## src/rtl/mem_access_pkg.sv

```systemverilog
// Purpose: shared size encodings, FSM state type and alignment check for mem_access_unit.
// Latency: n/a (types and a pure function only).
// Backpressure: n/a.
package mem_access_pkg;

  localparam logic [1:0] SIZE_BYTE = 2'b00;
  localparam logic [1:0] SIZE_HALF = 2'b01;
  localparam logic [1:0] SIZE_WORD = 2'b10;
  localparam logic [1:0] SIZE_ILL  = 2'b11;

  typedef enum logic [2:0] {
    ST_IDLE   = 3'd0,
    ST_RD     = 3'd1,
    ST_RMW_RD = 3'd2,
    ST_WR     = 3'd3,
    ST_RMW_WR = 3'd4,
    ST_RESP   = 3'd5
  } state_e;

  // Natural alignment per access size; the illegal size is always rejected.
  function automatic logic is_misaligned(input logic [1:0] size, input logic [1:0] lane);
    logic mis;
    case (size)
      SIZE_BYTE: mis = 1'b0;
      SIZE_HALF: mis = lane[0];
      SIZE_WORD: mis = (lane != 2'b00);
      default:   mis = 1'b1;
    endcase
    return mis;
  endfunction

endpackage

```

## src/rtl/mem_lane_align.sv

```systemverilog
// Purpose: byte/half lane extraction with sign/zero extension, and sub-word store merge.
// Latency: combinational.
// Backpressure: none.
// Ports: word_i (memory word), lane_i (addr[1:0]), size_i, unsigned_i, wdata_i (right-justified
//        store data) -> load_o (extended load value), merge_o (word with store lane replaced).
module mem_lane_align
  import mem_access_pkg::*;
(
  input  logic [31:0] word_i,
  input  logic [1:0]  lane_i,
  input  logic [1:0]  size_i,
  input  logic        unsigned_i,
  input  logic [31:0] wdata_i,
  output logic [31:0] load_o,
  output logic [31:0] merge_o
);

  logic [7:0]  byte_sel;
  logic [15:0] half_sel;

  always_comb begin
    byte_sel = word_i[{lane_i, 3'b000} +: 8];
    half_sel = word_i[{lane_i[1], 4'b0000} +: 16];
    load_o   = '0;
    merge_o  = word_i;
    case (size_i)
      SIZE_BYTE: begin
        load_o = {{24{~unsigned_i & byte_sel[7]}}, byte_sel};
        merge_o[{lane_i, 3'b000} +: 8] = wdata_i[7:0];
      end
      SIZE_HALF: begin
        load_o = {{16{~unsigned_i & half_sel[15]}}, half_sel};
        merge_o[{lane_i[1], 4'b0000} +: 16] = wdata_i[15:0];
      end
      SIZE_WORD: begin
        load_o  = word_i;
        merge_o = wdata_i;
      end
      default: begin
        load_o  = '0;
        merge_o = word_i;
      end
    endcase
  end

endmodule

```

## src/rtl/mem_access_unit.sv

```systemverilog
// Purpose: MEM-stage load/store requester for a word-only data_memory, adding byte/half access.
// Latency: accept-to-response 2 edges (load, word store), 3 (sub-word store), 1 (misaligned).
// Backpressure: req_ready only in IDLE; resp_valid is a one-cycle pulse with no backpressure.
// Ports: req_* request handshake and fields; resp_* completion pulse, load data, misaligned flag;
//        mem_* drive data_memory (word-aligned address, write strobe, write data, comb read data).
module mem_access_unit
  import mem_access_pkg::*;
#(
  parameter int ADDR_WIDTH = 32,
  parameter int DATA_WIDTH = 32
) (
  input  logic                  clk,
  input  logic                  rst_n,
  input  logic                  req_valid,
  output logic                  req_ready,
  input  logic                  req_write,
  input  logic [1:0]            req_size,
  input  logic                  req_unsigned,
  input  logic [ADDR_WIDTH-1:0] req_addr,
  input  logic [DATA_WIDTH-1:0] req_wdata,
  output logic                  resp_valid,
  output logic [DATA_WIDTH-1:0] resp_rdata,
  output logic                  resp_misaligned,
  output logic                  mem_write,
  output logic [ADDR_WIDTH-1:0] mem_address,
  output logic [DATA_WIDTH-1:0] mem_write_data,
  input  logic [DATA_WIDTH-1:0] mem_read_data
);

  state_e                  state_q, state_d;
  logic                    write_q, write_d;
  logic                    unsigned_q, unsigned_d;
  logic [1:0]              size_q, size_d;
  logic [ADDR_WIDTH-1:0]   addr_q, addr_d;
  logic [DATA_WIDTH-1:0]   wdata_q, wdata_d;
  logic [DATA_WIDTH-1:0]   rdata_q, rdata_d;
  logic [DATA_WIDTH-1:0]   merge_q, merge_d;
  logic                    mis_q, mis_d;

  logic [DATA_WIDTH-1:0]   load_val;
  logic [DATA_WIDTH-1:0]   merge_val;
  logic [ADDR_WIDTH-1:0]   word_addr;

  // Lane logic works on the latched request so memory-side outputs never see req_* directly.
  mem_lane_align u_align (
    .word_i     (mem_read_data),
    .lane_i     (addr_q[1:0]),
    .size_i     (size_q),
    .unsigned_i (unsigned_q),
    .wdata_i    (wdata_q),
    .load_o     (load_val),
    .merge_o    (merge_val)
  );

  assign word_addr = {addr_q[ADDR_WIDTH-1:2], 2'b00};

  always_comb begin
    state_d    = state_q;
    write_d    = write_q;
    unsigned_d = unsigned_q;
    size_d     = size_q;
    addr_d     = addr_q;
    wdata_d    = wdata_q;
    rdata_d    = rdata_q;
    merge_d    = merge_q;
    mis_d      = mis_q;

    req_ready       = 1'b0;
    resp_valid      = 1'b0;
    resp_rdata      = '0;
    resp_misaligned = 1'b0;
    mem_write       = 1'b0;
    mem_address     = '0;
    mem_write_data  = '0;

    case (state_q)
      ST_IDLE: begin
        req_ready = 1'b1;
        if (req_valid) begin
          write_d    = req_write;
          unsigned_d = req_unsigned;
          size_d     = req_size;
          addr_d     = req_addr;
          wdata_d    = req_wdata;
          // Cleared here so stores and rejected requests respond with zero data.
          rdata_d    = '0;
          mis_d      = is_misaligned(req_size, req_addr[1:0]);
          if (mis_d)                  state_d = ST_RESP;
          else if (!req_write)        state_d = ST_RD;
          else if (req_size == SIZE_WORD) state_d = ST_WR;
          else                        state_d = ST_RMW_RD;
        end
      end
      ST_RD: begin
        mem_address = word_addr;
        rdata_d     = load_val;
        state_d     = ST_RESP;
      end
      ST_RMW_RD: begin
        mem_address = word_addr;
        merge_d     = merge_val;
        state_d     = ST_RMW_WR;
      end
      ST_WR: begin
        mem_write      = 1'b1;
        mem_address    = word_addr;
        mem_write_data = wdata_q;
        state_d        = ST_RESP;
      end
      ST_RMW_WR: begin
        mem_write      = 1'b1;
        mem_address    = word_addr;
        mem_write_data = merge_q;
        state_d        = ST_RESP;
      end
      ST_RESP: begin
        resp_valid      = 1'b1;
        resp_rdata      = rdata_q;
        resp_misaligned = mis_q;
        state_d         = ST_IDLE;
      end
      default: state_d = ST_IDLE;
    endcase
  end

  always_ff @(posedge clk or negedge rst_n) begin
    if (!rst_n) begin
      state_q    <= ST_IDLE;
      write_q    <= 1'b0;
      unsigned_q <= 1'b0;
      size_q     <= SIZE_BYTE;
      addr_q     <= '0;
      wdata_q    <= '0;
      rdata_q    <= '0;
      merge_q    <= '0;
      mis_q      <= 1'b0;
    end else begin
      state_q    <= state_d;
      write_q    <= write_d;
      unsigned_q <= unsigned_d;
      size_q     <= size_d;
      addr_q     <= addr_d;
      wdata_q    <= wdata_d;
      rdata_q    <= rdata_d;
      merge_q    <= merge_d;
      mis_q      <= mis_d;
    end
  end

endmodule

```

## config.mk

```make
export PLATFORM = sky130hd
export DESIGN_NAME = mem_access_unit
export DESIGN_NICKNAME = d
export VERILOG_FILES = /design/src/rtl/mem_access_pkg.sv /design/src/rtl/mem_lane_align.sv /design/src/rtl/mem_access_unit.sv
export SDC_FILE = /design/constraint.sdc
export NUM_CORES = 1
export LEC_CHECK = 0
export ABC_AREA = 1
export CORE_MARGIN = 5
export CORE_UTILIZATION = 47
export CTS_BUF_LIST = sky130_fd_sc_hd__clkbuf_8
export DETAILED_ROUTE_END_ITERATION = 12
export PLACE_DENSITY_LB_ADDON = 0.12
export SLEW_MARGIN = 20
export SYNTH_ARGS = -nofsm -noshare
export SYNTH_HDL_FRONTEND = slang
export SYNTH_SLANG_ARGS = --single-unit
```

## constraint.sdc

```tcl
create_clock -name clk -period 2 [get_ports clk]
set_clock_uncertainty 0.2 [all_clocks]
set_input_delay 0.6 -clock clk [delete_from_list [all_inputs] [get_ports clk]]
set_output_delay 0.6 -clock clk [all_outputs]
set_load 0.01 [all_outputs]
```

==> results of run 1 <==
==> kinds of logic (layout without fill, tap and decap cells) <==
group | Yosys count | in the layout | synth area share
AO/OA/AOI/OAI | 234 | 234 | 0.147
adder cells (fa/ha/maj) | 5 | 5 | 0.00753
other | 1 | 2 | 0.000451
buffers and inverters | 235 | 568 | 0.120
flip-flops | 135 | 135 | 0.407
AND/OR/NAND/NOR | 667 | 667 | 0.318
==> synth_stat cells (3+ instances only) <==
| master | n |
|---|---|
| buf_2 | 34 |
| buf_4 | 5 |
| o22ai_1 | 9 |
| nand3_1 | 53 |
| clkbuf_1 | 22 |
| a21boi_1 | 15 |
| o21ai_1 | 42 |
| inv_1 | 155 |
| nand2_1 | 431 |
| ha_1 | 5 |
| dfrtp_1 | 135 |
| nor2_2 | 4 |
| nor2_4 | 4 |
| nand2_2 | 3 |
| inv_2 | 8 |
| o21ai_0 | 128 |
| nor2_1 | 161 |
| a21oi_1 | 39 |
| buf_6 | 7 |
| or2_2 | 4 |
==> report_power, final <==
part	internal (mW)	total, mW	switching, mW
combinational	5.78	13.9	8.08
sequential	3.89	4.50	0.610
clock	0.894	2.14	1.24
==> final cells by class <==
class	count	area, um2	share of cell area
flip-flops and latches	135	3380	0.254
well taps	225	282	0.0212
multi-input cells	908	4940	0.372
inverters	165	644	0.0485
clock buffers	18	248	0.0186
repair buffers	369	3660	0.276
repair inverters	2	22.5	0.00170
clock inverters	14	104	0.00782
==> metrics by stage <==
stage | cell area (um2) | hold WS [ns]
final | 13300 | 0.285
after global routing | 13300 | 0.305
after CTS | 11800 | 0.287
after detailed placement | 11300 | 0.266
after global placement | 11300 | 0.262
after floorplan | 8460 | 0.104
==> critical path, cell delays in order (launching register included) <==
cell,delay (ns)
dfrtp_2,0.48
buf_4,0.18
nand3_4,0.09
nand3_4,0.10
nor2_4,0.14
buf_6,0.16
buf_16,0.14
nor2_2,0.04
buf_2,0.13
==> flip-flops by register name (all words and copies together), names as in the netlist <==
signal and cells:
unsigned_q 1, merge_q 32, rdata_q 32, addr_q 32, state_q 3, wdata_q 32, mis_q 1, size_q 2
==> how the worst max path moves through the flow <==
stage               startpoint            endpoint  cells past startpoint
finish              state_q[0]     mem_address[16]                      8
CTS                 state_q[2]     mem_address[12]                      9
detailed placement  state_q[1]      mem_address[3]                      7
global placement    state_q[1]  mem_write_data[28]                      5
floorplan           state_q[2]      resp_rdata[10]                      6
global route        state_q[2]     mem_address[16]                      9
==> per-layer routing <==
| layer | global-route usage | up-vias | wire length (um) |
|---|---|---|---|
| met4 | 0.0920 | 0 | 1510 |
| met2 | 0.527 | 473 | 17700 |
| met3 | 0.0593 | 122 | 2750 |
| li1 | - | 4584 | - |
| met5 | 0 | - | 0 |
| met1 | 0.386 | 4680 | 13400 |
==> repair_timing <==
| item | 4_1_cts | 5_1_grt |
|---|---|---|
| cloned | 7 | 18 |
| pin swaps | 7 | 9 |
| hold endpoints to repair | 14 | 0 |
| hold buffers | 1 | 0 |
| buffers inserted | 17 | 22 |
| gates resized for setup | 488 | 273 |
| endpoints found under the setup margin | 130 | 175 |
==> summary.md, run 1 <==
| Metric | Value |
|---|---|
| CTS tree | `done` |
| Via-to-Cell Ratio | `5.37` |
| Synth Flop Type | `dfrtp_1` |
| Hold depth | `2` |
| Detailed placement HPWL | `21,700 um` |
| Setup crit end kind | `primary output` |
| Area of the mapped netlist | `0.00831 mm2` |
| DR vias | `9,859` |
| Die Area | `0.0204 mm2` |
| Width of the die | `143 um` |
| RSZ-0062 raised after global routing | `true` |
| Mean Syn Cell Area | `6.51 um2` |
| Wirelength, routed | `35,300 um` |
| Layout Area Growth over Synthesis | `59.9%` |
| # diodes | `0` |
| Final setup margin | `-0.746 ns` |
| Std-Cell Core Area | `0.0173 mm2` |
| Sequential cell area fraction in the yosys report | `0.407` |
| Placed insts | `1,744` |
| Initial Util | `0.480` |
| Gr usage total | `0.304` |
| Total congestion overflow | `0` |
| Fmax | `0.364 GHz` |
| Initial antenna violation count | `0` |
| Worst vdd ir | `1.21 mV` |
| Hold Path End | `rdata_q[14]` |
| Crit Path Class | `flop to primary output` |
| CP Launch Type | `flop` |
| Final core utilization | `0.768` |
| FF-to-FF setup slack | `-0.28 ns` |
| CTS root buf | `clkbuf_8` |
| Final ANT Viol Nets | `0` |
| Filler Cell Count | `1,285` |
| DR pass1 iterations | `5` |
| Final setup viols | `200` |
| DRC viols | `0` |
| First-pass GRT wire length | `48,500 um` |
| Max FO, Critical Path | `6` |
| H-Tree Depth | `4` |
| Synth area leader | `dfrtp_1` |
| Total power | `20.5 mW` |
| Io pins | `203` |
| Routability congestion estimate | `0.985` |
| Violated checks | `negative setup slack` |
| Leakage | `6.77 nW` |
| Max-slew violation count | `0` |
| Worst-path clk slew | `0.09 ns` |
| HP Start | `rdata_q[14]` |
| Die Ht | `143 um` |
| Dpl ws | `-0.499 ns` |
| Reg-to-reg startpoint | `state_q[0]` |
| Worst hold-check path type | `flop to flop` |
| Synth warn | `0` |
| Post-synth EDFFs | `0` |
| #FFs+latches synth | `135` |
| Row count | `48` |
| Synth top area share | `0.407` |
| Fin nets | `1,706` |
| Max_cap viols | `0` |
| CP Data Required Time | `1.20 ns` |
| Iter 0 DRT Violations | `1,008` |
| Reg-to-reg endpoint | `addr_q[5]` |
| FF-to-FF path depth | `12` |
| Total negative setup slack | `-84.85 ns` |
| Power Dens Cells | `1540 mW/mm2` |
| Final non-filler cell total | `1,836` |
| Total CTS buffers | `17` |
| Commonest cells after routing, fill and taps aside | `378 x nand2_1, 151 x inv_1, 133 x dfrtp_1` |
| Hold Vio Cnt, Final | `0` |
| PortBufs | `200` |
| Ratio of cells with drive above 1 in the final layout | `0.320` |
| Outcome | `finished, violations left` |
| Cell variety after synth | `28` |
| Largest net degree at the start of global routing | `54` |
| Avg WL per Cell | `19.2 um` |
| Post-Syn Instances | `1,277` |
| Arr. time, crit path | `1.95 ns` |
| Commonest non-fill, non-tap cell in the layout | `nand2_1` |
| Synth top area cells | `dfrtp_1 41%, nand2_1 19%, o21ai_0 7.7%` |
| Vias in the first global route | `9,218` |
| Fin crit share | `1.37` |
| Asr flop ratio synth | `1.00` |
| Clk_lat worst skew | `0.47 ns` |
| Clock buffer depth | `2` |
| Clock Sinks | `135` |
| Minimum clock period | `2.75 ns` |
No activity file was read; power rests on OpenSTA's default activity.
==> inputs of run 2 (changes only) <==
Settings changed: TNS_END_PERCENT set to 5.
==> run 2 against run 1 <==
Effect of this change: the run still ends with negative setup slack left; register-to-register slack better by 0.33 ns; wire length down 21%; largest cell class unchanged; sequential power down 2%; fmax up 1.2%.
==> summary.md, run 2 (synthesized netlist as in run 1, its figures left out) <==
| Metric | Value |
|---|---|
| Commonest cells after routing, fill and taps aside | `430 x nand2_1, 156 x inv_1, 133 x dfrtp_1` |
| Pint | `9.25 mW (-12%)` |
| Hold Vio Cnt, Final | `0 (unchanged)` |
| Final setup margin | `-0.715 ns (+0.0318 ns)` |
| Setup crit end kind | `primary output` |
| Hold depth | `2 (unchanged)` |
| Arr. time, crit path | `1.91 ns (-0.04 ns)` |
| CTS root buf | `clkbuf_8` |
| Hold_ws | `0.282 ns (-0.00331 ns)` |
| Worst vdd ir | `1.22 mV (+0.95%)` |
| Cell depth of the worst setup path | `8 (unchanged)` |
| Psw | `7.83 mW (-21%)` |
| Total congestion overflow | `0 (unchanged)` |
| Clk pwr share | `0.145 (+0.041)` |
| CP max stage cell | `dfrtp_2` |
| Die Area | `0.0204 mm2 (unchanged)` |
| Layout Area Growth over Synthesis | `39.9%` |
| CP Data Required Time | `1.20 ns (about the same)` |
| Initial Util | `0.480 (unchanged)` |
| Routability congestion estimate | `0.967 (-1.8%)` |
| Fin nets | `1,645 (-3.6%)` |
| H-Tree Depth | `4 (unchanged)` |
| Std-Cell Core Area | `0.0173 mm2 (unchanged)` |
| Fin crit share | `1.36 (-0.0159)` |
| Max-slew violation count | `0 (unchanged)` |
| Iter 0 DRT Violations | `642 (-36%)` |
| Minimum clock period | `2.71 ns (-0.0318 ns)` |
| Placed insts | `1,740 (-0.23%)` |
| Row count | `48 (unchanged)` |
| Max FO, Critical Path | `22 (+16)` |
| CTS tree | `done` |
| DRC viols | `0 (unchanged)` |
| Clk_lat worst skew | `0.46 ns (about the same)` |
| Filler Cell Count | `1,632 (+27%)` |
| Commonest non-fill, non-tap cell in the layout | `nand2_1` |
| Gr usage total | `0.277 (-0.0270)` |
| Final core utilization | `0.672 (-0.0961)` |
| Total CTS buffers | `17 (unchanged)` |
| DR pass1 iterations | `5 (unchanged)` |
| Wirelength, routed | `27,900 um (-21%)` |
| PortBufs | `200 (unchanged)` |
| Outcome | `finished, violations left` |
| Fmax | `0.368 GHz (+1.2%)` |
| FF-to-FF path depth | `10 (-2)` |
| Clock buffer depth | `2 (unchanged)` |
| Die Ht | `143 um (unchanged)` |
| Initial antenna violation count | `0 (unchanged)` |
| Io pins | `203 (unchanged)` |
| Worst-path clk slew | `0.08 ns (about the same)` |
| CP Launch Type | `flop` |
| Slowest cell delay on critical path | `0.45 ns (-0.03 ns)` |
| Worst hold-check path type | `flop to flop` |
| Dpl ws | `-0.515 ns (-0.0159 ns)` |
| HP Start | `rdata_q[9]` |
| Ratio of cells with drive above 1 in the final layout | `0.187 (-0.133)` |
| Detailed placement HPWL | `21,200 um (-1.9%)` |
| Via-to-Cell Ratio | `5.06 (-5.8%)` |
| # diodes | `0 (unchanged)` |
| RSZ-0062 raised after global routing | `true` |
| Final non-filler cell total | `1,775 (-3.3%)` |
| Final setup viols | `98 (-51%)` |
| Avg WL per Cell | `15.7 um (-18%)` |
| Vias in the first global route | `8,809 (-4.4%)` |
| Crit path max-delay family | `buffers and inverters` |
| Crit Path Class | `flop to primary output` |
| CP startpoint | `state_q[1]` |
| Crit-path cells | `buf_4 -> inv_1 -> nand3_2 -> nand3_4 -> nor2_4 -> buf_12 -> nor2_2 -> clkdlybuf4s15_1` |
| Switch share | `0.458 (-0.0260)` |
| Largest net degree at the start of global routing | `54 (unchanged)` |
| Power Dens Cells | `1470 mW/mm2 (-4.8%)` |
| Width of the die | `143 um (unchanged)` |
| Leakage | `5.99 nW (-12%)` |
| Max_cap viols | `0 (unchanged)` |
| Final ANT Viol Nets | `0 (unchanged)` |
| First-pass GRT wire length | `44,600 um (-8.1%)` |
| Worst Path Buf+Inv | `4 (unchanged)` |
| Comb power frac | `0.597 (-0.079)` |
| Reg-to-reg startpoint | `state_q[1]` |
| DR vias | `8,974 (-9.0%)` |
| Clock Sinks | `135 (unchanged)` |
| Share of power burned in registers | `0.258 (+0.039)` |
| Violated checks | `negative setup slack` |
-- run 2: cell count changes in the layout (fill, tap and decap cells not counted), sizes merged --
cell	delta
buf	-108
bufinv	+4
clkbuf	-1
clkdlybuf4s15	+38
clkinv	-3
clkinvlp	-1
dlygate4sd2	+11
inv	-1
-- run 2: power groups by stage --
| stage | combinational (mW) | sequential, mW | clock (mW) |
|---|---|---|---|
| 6_report | 10.2 | 4.40 | 2.47 |
| 5_1_grt | 11.4 | 4.51 | 2.64 |
| 4_1_cts | 10.1 | 4.39 | 2.51 |
| 3_5_place_dp | 10.3 | 4.43 | 0 |
| 3_3_place_gp | 10.2 | 4.39 | 0 |
| 2_1_floorplan | 6.11 | 4.28 | 0 |
-- run 2: cell type report --
| cell class | instances | area, um2 | area share |
|---|---|---|---|
| timing repair buffer | 310 | 2770 | 0.238 |
| multi-input combinational | 908 | 4140 | 0.356 |
| clock buffer | 17 | 234 | 0.0201 |
| clock inverter | 15 | 189 | 0.0163 |
| sequential | 135 | 3380 | 0.291 |
| tap | 225 | 282 | 0.0242 |
| inverter | 165 | 627 | 0.0539 |
-- run 2: repair_timing --
| item | 4_1_cts | 5_1_grt |
|---|---|---|
| setup buffers | 2 | 0 |
| hold buffers | 1 | 0 |
| resized for setup | 261 | 83 |
| endpoints found under the setup margin | 195 | 207 |
| endpoints found under the hold margin | 14 | 0 |
-- run 2: worst paths after layout --
path,end,slack [ns]
worst max-delay path,mem_address[3],-0.71
worst min register to register,rdata_q[9],0.28
worst max register to register,rdata_q[7],0.05
max in group asynchronous,unsigned_q,0.65
worst min-delay path,rdata_q[9],0.28
min in group asynchronous,addr_q[23],0.36
-- run 2: per-stage QoR --
| stage | area, um2 | total power [mW] | TNS [ns] |
|---|---|---|---|
| global route | 11600 | 18.5 | -65.46 |
| floorplan | 8460 | 10.4 | -2.31 |
| CTS | 11600 | 17.0 | -58.00 |
| detailed placement | 11300 | 14.8 | -58.29 |
| global placement | 11300 | 14.6 | -54.62 |
| finish | 11600 | 17.1 | -52.75 |
-- run 2: tightest hold or removal path, delay by kind of cell (launching register included) --
| kind | cells | cell delay (ns) |
|---|---|---|
| DFF | 1 | 0.35 |
| and+or+nand+nor | 2 | 0.10 |
-- run 2: metal layers --
metal	track usage	vias to the layer above	routed length (um)
met3	0.0707	55	2320
met1	0.351	4129	11400
met5	0	-	0
met2	0.466	331	13300
li1	-	4459	-
met4	0.0910	0	788
